<file path="config.mk">
export PLATFORM = sky130hd
export DESIGN_NAME = nav_msg_gen
export DESIGN_NICKNAME = d
export VERILOG_FILES = /design/src/rtl/nav_msg_pkg.sv /design/src/rtl/nav_msg_gen_fifo.sv /design/src/rtl/nav_msg_gen.sv
export SDC_FILE = /design/constraint.sdc
export NUM_CORES = 1
export LEC_CHECK = 0
export ABC_AREA = 1
export CAP_MARGIN = 20
export CORE_UTILIZATION = 40
export DETAILED_ROUTE_END_ITERATION = 16
export GPL_TIMING_DRIVEN = 0
export PLACE_DENSITY = 0.55
export SYNTH_ARGS = -nofsm -noshare
export SYNTH_HDL_FRONTEND = slang
export SYNTH_SLANG_ARGS = --single-unit
</file>
<file path="constraint.sdc">
create_clock -name clk_in -period 2.9 [get_ports clk_in]
set_input_delay 0.725 -clock clk_in [delete_from_list [all_inputs] [get_ports clk_in]]
set_output_delay 0.725 -clock clk_in [all_outputs]
set_load 0.005 [all_outputs]
</file>
<file path="src/rtl/nav_msg_pkg.sv">
// Shared widths, FSM state encoding and the GPS word parity function
// for the navigation-message bit source.
package nav_msg_pkg;

  localparam int WORD_BITS   = 30;
  localparam int DATA_BITS   = 24;
  localparam int PARITY_BITS = 6;

  typedef enum logic [0:0] {
    IDLE = 1'b0,
    RUN  = 1'b1
  } nav_state_e;

  // Data-bit participation masks for D25..D30; bit 23 of each mask is d1.
  localparam logic [23:0] P25_MASK = 24'hEC7CD2;
  localparam logic [23:0] P26_MASK = 24'h763E69;
  localparam logic [23:0] P27_MASK = 24'hBB1F34;
  localparam logic [23:0] P28_MASK = 24'h5D8F9A;
  localparam logic [23:0] P29_MASK = 24'hAEC7CD;
  localparam logic [23:0] P30_MASK = 24'h2DEA27;

  function automatic logic [5:0] gps_parity(input logic [23:0] d,
                                            input logic        d29s,
                                            input logic        d30s);
    logic [5:0] p;
    p[5] = d29s ^ (^(d & P25_MASK));
    p[4] = d30s ^ (^(d & P26_MASK));
    p[3] = d29s ^ (^(d & P27_MASK));
    p[2] = d30s ^ (^(d & P28_MASK));
    p[1] = d30s ^ (^(d & P29_MASK));
    p[0] = d29s ^ (^(d & P30_MASK));
    return p;
  endfunction

endpackage

</file>
<file path="src/rtl/nav_msg_gen_fifo.sv">
// Data-word FIFO feeding the message serialiser; push and pop may share a
// cycle, and a push is refused whenever the registered level is full.
module nav_word_fifo #(
  parameter  int DEPTH = 4,
  parameter  int WIDTH = 24,
  localparam int LW    = $clog2(DEPTH + 1),
  localparam int AW    = $clog2(DEPTH)
) (
  input  logic             clk,
  input  logic             rst,
  input  logic             push,
  input  logic [WIDTH-1:0] push_data,
  input  logic             pop,
  output logic [WIDTH-1:0] pop_data,
  output logic [LW-1:0]    level,
  output logic             ready
);

  logic [WIDTH-1:0] mem_r [DEPTH];
  logic [AW-1:0]    wr_ptr_r;
  logic [AW-1:0]    rd_ptr_r;
  logic [LW-1:0]    level_r;
  logic [LW-1:0]    level_next_s;
  logic             ready_r;
  logic             push_ok_s;
  logic             pop_ok_s;

  assign push_ok_s = push & (level_r != LW'(DEPTH));
  assign pop_ok_s  = pop & (level_r != {LW{1'b0}});
  assign pop_data  = mem_r[rd_ptr_r];
  assign level     = level_r;
  assign ready     = ready_r;

  // Next occupancy for every push/pop combination.
  always_comb begin
    level_next_s = level_r;
    case ({push_ok_s, pop_ok_s})
      2'b10:   level_next_s = level_r + LW'(1);
      2'b01:   level_next_s = level_r - LW'(1);
      default: level_next_s = level_r;
    endcase
  end

  // Pointers, occupancy and the registered not-full flag.
  always_ff @(posedge clk or posedge rst) begin
    if (rst) begin
      wr_ptr_r <= {AW{1'b0}};
      rd_ptr_r <= {AW{1'b0}};
      level_r  <= {LW{1'b0}};
      ready_r  <= 1'b1;
    end else begin
      if (push_ok_s) wr_ptr_r <= wr_ptr_r + AW'(1);
      if (pop_ok_s)  rd_ptr_r <= rd_ptr_r + AW'(1);
      level_r <= level_next_s;
      ready_r <= (level_next_s != LW'(DEPTH));
    end
  end

  // Storage array; no reset needed because the level gates every read.
  always_ff @(posedge clk) begin
    if (push_ok_s) mem_r[wr_ptr_r] <= push_data;
  end

endmodule

</file>
<file path="src/rtl/nav_msg_gen.sv">
// Navigation-message bit source: FIFO-fed 30-bit GPS words sent MSB-first,
// one bit per EPOCHS_PER_BIT code epochs. `define NAV_PARITY_EN adds parity.
module nav_msg_gen
  import nav_msg_pkg::*;
#(
  parameter  int          EPOCHS_PER_BIT = 20,
  parameter  int          FIFO_DEPTH     = 4,
  parameter  logic [23:0] IDLE_WORD      = 24'h8B0000,
  localparam int          LVL_W          = $clog2(FIFO_DEPTH + 1),
  localparam int          CW             = (EPOCHS_PER_BIT > 1) ? $clog2(EPOCHS_PER_BIT) : 1
) (
  input  logic             clk_in,
  input  logic             rst_in,
  input  logic             ena_in,
  input  logic             epoch_in,
  input  logic             wr_valid_in,
  input  logic [23:0]      wr_data_in,
  output logic             wr_ready_out,
  input  logic             underflow_clr_in,
  output logic             msg_out,
  output logic             bit_strobe_out,
  output logic             word_strobe_out,
  output logic             underflow_out,
  output logic [LVL_W-1:0] fifo_level_out
);

  localparam logic [0:0] ST_IDLE = IDLE;
  localparam logic [0:0] ST_RUN  = RUN;

  logic [0:0]           state_r;
  logic [CW-1:0]        epoch_cnt_r;
  logic [4:0]           bit_idx_r;
  logic [WORD_BITS-1:0] shift_r;
  logic                 msg_r;
  logic                 bit_strobe_r;
  logic                 word_strobe_r;
  logic                 underflow_r;

  logic                 qual_epoch_s;
  logic                 load_s;
  logic                 advance_s;
  logic                 fifo_empty_s;
  logic [DATA_BITS-1:0] fifo_data_s;
  logic [DATA_BITS-1:0] src_data_s;
  logic [LVL_W-1:0]     fifo_level_s;
  logic [WORD_BITS-1:0] enc_word_s;

  nav_word_fifo #(
    .DEPTH (FIFO_DEPTH),
    .WIDTH (DATA_BITS)
  ) u_fifo (
    .clk       (clk_in),
    .rst       (rst_in),
    .push      (wr_valid_in),
    .push_data (wr_data_in),
    .pop       (load_s),
    .pop_data  (fifo_data_s),
    .level     (fifo_level_s),
    .ready     (wr_ready_out)
  );

  assign qual_epoch_s   = epoch_in & ena_in;
  assign fifo_empty_s   = (fifo_level_s == {LVL_W{1'b0}});
  assign src_data_s     = fifo_empty_s ? IDLE_WORD : fifo_data_s;
  assign fifo_level_out = fifo_level_s;

`ifdef NAV_PARITY_EN
  logic d29s_r;
  logic d30s_r;

  assign enc_word_s = {src_data_s ^ {DATA_BITS{d30s_r}},
                       gps_parity(src_data_s, d29s_r, d30s_r)};

  // Last two parity bits of the previous word seed the next word's parity.
  always_ff @(posedge clk_in or posedge rst_in) begin
    if (rst_in) begin
      d29s_r <= 1'b0;
      d30s_r <= 1'b0;
    end else if ((state_r == ST_RUN) && !ena_in) begin
      d29s_r <= 1'b0;
      d30s_r <= 1'b0;
    end else if (load_s) begin
      d29s_r <= enc_word_s[1];
      d30s_r <= enc_word_s[0];
    end
  end
`else
  assign enc_word_s = {src_data_s, {PARITY_BITS{1'b0}}};
`endif

  // Decide whether this cycle loads a new word or moves to the next bit.
  always_comb begin
    load_s    = 1'b0;
    advance_s = 1'b0;
    case (state_r)
      ST_IDLE: begin
        load_s = qual_epoch_s;
      end
      ST_RUN: begin
        if (qual_epoch_s && (epoch_cnt_r == CW'(EPOCHS_PER_BIT - 1))) begin
          if (bit_idx_r == 5'd29) begin
            load_s = 1'b1;
          end else begin
            advance_s = 1'b1;
          end
        end else begin
          load_s    = 1'b0;
          advance_s = 1'b0;
        end
      end
      default: begin
        load_s    = 1'b0;
        advance_s = 1'b0;
      end
    endcase
  end

  // Serialiser state, bit timing and registered message outputs.
  always_ff @(posedge clk_in or posedge rst_in) begin
    if (rst_in) begin
      state_r       <= ST_IDLE;
      epoch_cnt_r   <= {CW{1'b0}};
      bit_idx_r     <= 5'd0;
      shift_r       <= {WORD_BITS{1'b0}};
      msg_r         <= 1'b0;
      bit_strobe_r  <= 1'b0;
      word_strobe_r <= 1'b0;
    end else begin
      bit_strobe_r  <= 1'b0;
      word_strobe_r <= 1'b0;
      if ((state_r == ST_RUN) && !ena_in) begin
        state_r     <= ST_IDLE;
        epoch_cnt_r <= {CW{1'b0}};
        bit_idx_r   <= 5'd0;
        shift_r     <= {WORD_BITS{1'b0}};
        msg_r       <= 1'b0;
      end else if (load_s) begin
        state_r       <= ST_RUN;
        epoch_cnt_r   <= {CW{1'b0}};
        bit_idx_r     <= 5'd0;
        shift_r       <= enc_word_s;
        msg_r         <= enc_word_s[WORD_BITS-1];
        bit_strobe_r  <= 1'b1;
        word_strobe_r <= 1'b1;
      end else if (advance_s) begin
        epoch_cnt_r  <= {CW{1'b0}};
        bit_idx_r    <= bit_idx_r + 5'd1;
        shift_r      <= {shift_r[WORD_BITS-2:0], 1'b0};
        msg_r        <= shift_r[WORD_BITS-2];
        bit_strobe_r <= 1'b1;
      end else if ((state_r == ST_RUN) && epoch_in) begin
        epoch_cnt_r <= epoch_cnt_r + CW'(1);
      end
    end
  end

  // Sticky underflow; a new idle-word insertion beats a same-cycle clear.
  always_ff @(posedge clk_in or posedge rst_in) begin
    if (rst_in) begin
      underflow_r <= 1'b0;
    end else if (load_s && fifo_empty_s) begin
      underflow_r <= 1'b1;
    end else if (underflow_clr_in) begin
      underflow_r <= 1'b0;
    end
  end

  assign msg_out         = msg_r;
  assign bit_strobe_out  = bit_strobe_r;
  assign word_strobe_out = word_strobe_r;
  assign underflow_out   = underflow_r;

endmodule

</file>
==> results by group <==
Run status
  • Status: completed

Global routing
  • Global route total overflow: 0
  • Initial antenna violation count: 0
  • GR Util met3: 0.0418
  • Met1 usage: 0.239
  • Total track usage: 0.184
  • Largest net degree at the start of global routing: 31
  • Vias in the first global route: 4508
  • Global route hottest layer: met2
  • First-pass GRT wire length: 23200 um
  • Global Route met2 Usage: 0.308

Floorplan
  • Die Footprint: 16900 um^2
  • Initial core utilization: 0.410
  • Die Ht: 130 um
  • Rows: 46
  • Placeable core area: about 16000 um^2
  • Num ports: 38
  • Chip width: 130 um

Drt
  • Router iterations before antenna repair: 4
  • Post-Route WL: between 10000 and 15000 um
  • Via count: 4456
  • Vias per inst: 4.69
  • Drt initial violations: around 270
  • Residual DRC: 0
  • Final ANT Viol Nets: 0
  • Routed len/inst: 14.5 um

Timing
  • RSZ-0062 raised after global routing: false
  • Tmin final: 2.72 ns
  • Slew margin rel.: 0.400
  • Final Max Slew Viols: 0
  • Highest clock rate: 367 MHz
  • Count of final setup violators: 0
  • Clock skew: 0.00804 ns
  • Hold Fails Final Rpt: 0
  • Fin Hold WS: approximately 0.49 ns
  • Crit share post-route: 0.939
  • Least-Margin Pin Slew: 0.898 ns

Synthesis
  • Post-Synth XOR/XNOR Area: 0.00938
  • Top cells by area, synth: edfxtp_1, dfrtp_1, nand2_1
  • Post-synth ARST share: 0.324
  • Mapped Avg Cell Area: approximately 10 um^2
  • Largest family of logic cells by synthesized area: simple AND/OR/NAND/NOR gates
  • Ys flop type: edfxtp_1
  • EDFF count, synth: 96
  • Post-synth top area share: 0.441
  • Syn. warnings: 0
  • Netlist Area Pre-Place: between 6000 and 7000 um^2
  • Post-synthesis compound-gate area fraction: 0.0318
  • Simple-Gate Fraction of Synth Area: 0.242
  • Post-synth top area cell: edfxtp_1
  • Unique masters post-synth: 34
  • Synth Instances: 662
  • Synth Area in Adders: 0.0184
  • Sequential area share after synthesis: 0.617
  • Mapped Nets: about 700
  • Synth Register Bits: around 140
  • Mux cell area share after synthesis: 0.00153

Pwr
  • PwrDens: 915 nW/um^2
  • Leakage: 3.50 nW
  • Pwr Total: 7.16 mW
  • Worst ir drop on vdd: 472 uV

Finish
  • NumNets Final: 760
  • Share of cells above drive strength 1: 0.134
  • Most frequent cells in the layout: nand2_1, edfxtp_1, inv_1
  • Ant. Diodes: 0
  • Layout area overhead: 19.7%
  • Post-route core utilization: 0.491
  • Most common cell after layout, fill and taps aside: nand2_1
  • Finished Cell Area: 7830 um^2

Clock tree
  • Clk Latency, worst-skew pair: 0.41 ns
  • CTS Buffer Depth: 2
  • CTS root buf: clkbuf_16
  • Clock sink total: 142
  • CTS tree: done
  • H-tree depth: 4
  • Clock buffer count from CTS: 17
  • Post_cts resized: 0
  • CTS clock-pin slew for the worst setup and hold paths: around 0.060 ns

Critical path
  • Source of the critical timing path: ena_in
  • Crit path to: u_fifo.ready
  • Worst Setup End Kind: register
  • Worst-path maximum fanout: 10
  • Crit path kind: in2reg
  • R2R Path Start: epoch_cnt_r[0]
  • Arrival time worst endpoint: 3.06 ns
  • Worst reg2reg path endpoint: u_fifo.ready
  • Crit start category: primary input
  • Register-to-Register Path Depth: 14
  • Worst R2R Setup Slack: 0.39 ns
  • Required @ worst endpoint: 3.23 ns

Placed design
  • Detail Placement HPWL: 9080 um
  • PortBufs: 37
  • Placed instance area: 7230 um^2
  • GPL Wtd Cong: between 0.7 and 0.8

Hold path
  • Worst min path class: reg2reg
  • Hold Crit Start: shift_r[24]

Flow run
  • Max-Cap Viols: 0
[stage by stage]
step	cells	setup TNS [ns]	setup slack, ns
2_1_floorplan	662	0	0.494
3_3_place_gp	915	-84.60	-0.898
3_5_place_dp	916	-0.770	-0.337
4_1_cts	948	0	0.0984
5_1_grt	950	0	0.0184
6_report	950	0	0.177
[state kept, by name (all words and copies together) (netlist names)]
register and flops:
bit_idx_r 5, bit_strobe_out 1, epoch_cnt_r 5, msg_out 1
shift_r 23, state_r 1, u_fifo.level 3, u_fifo.mem_r 96
u_fifo.rd_ptr_r 2, u_fifo.ready 1, u_fifo.wr_ptr_r 2, underflow_out 1
word_strobe_out 1
[layout make-up]
| type | count | area (um^2) |
|---|---|---|
| Clock buffer | 19 | 433 |
| Multi-Input combinational cell | 405 | 2010 |
| Clock inverter | 13 | 148 |
| Sequential cell | 142 | 4040 |
| Timing Repair Buffer | 40 | 405 |
| Inverter | 86 | 323 |
| Tap cell | 216 | 270 |
| Buffer | 29 | 200 |
| Fill cell | 1484 | 8120 |
[where the power goes]
part	switching [mW]	internal [mW]	total, mW
logic	1.38	0.753	2.13
clock network	0.808	1.34	2.15
registers	0.196	2.68	2.88
total	2.39	4.77	7.16
[synth_stat cells (5+ instances only)]
cell and instances:
inv_1 83, clkbuf_1 5, nand2_1 248, o21ai_0 6, ha_1 8, xor2_1 6
dfrtp_1 45, buf_6 5, a21oi_1 24, nor2_1 15, buf_4 6, nand3_1 52
nand3_2 19, o22ai_1 5, buf_2 12, edfxtp_1 96
[critical path, stage by stage]
cell and delay, ns:
clkdlybuf4s50_1 0.52, nand2_2 0.08, inv_2 0.10, nand3_4 0.12
nand2_4 0.14, nand2_8 0.10, nor2_4 0.14, ha_1 0.15
inv_1 0.07, fa_1 0.38, a21oi_1 0.15, o21ai_0 0.11
xor2_1 0.19, nand2_1 0.08
[kinds of logic (layout without fill, tap and decap cells)]
logic type / after synthesis / in the layout
buf+inv: 115 / 187
fa+ha+maj: 9 / 9
xor+xnor: 7 / 7
simple gates: 350 / 350
compound gates: 38 / 38
mux: 1 / 1
flops: 142 / 142
[metal layers]
metal  up-vias  wire length (um)
met4         0               114
met3         5               510
met1      2150              6300
met5         -                 0
met2        65              6860
li1       2236                 -
[how the worst min path moves through the flow]
stage,end,slack (ns),cells past startpoint
finish,shift_r[24],0.49,2
global route,shift_r[26],0.51,2
CTS,shift_r[21],0.49,2
detailed placement,shift_r[21],0.47,2
global placement,shift_r[26],0.46,2
floorplan,shift_r[21],0.45,2
[timing repair]
item                                   in CTS  in global routing
setup endpoints to repair                   0                  1
endpoints found under the hold margin       0                  0
setup buffers                               0                  1
hold buffers                                0                  0
Power figures use the tool's default switching activity.
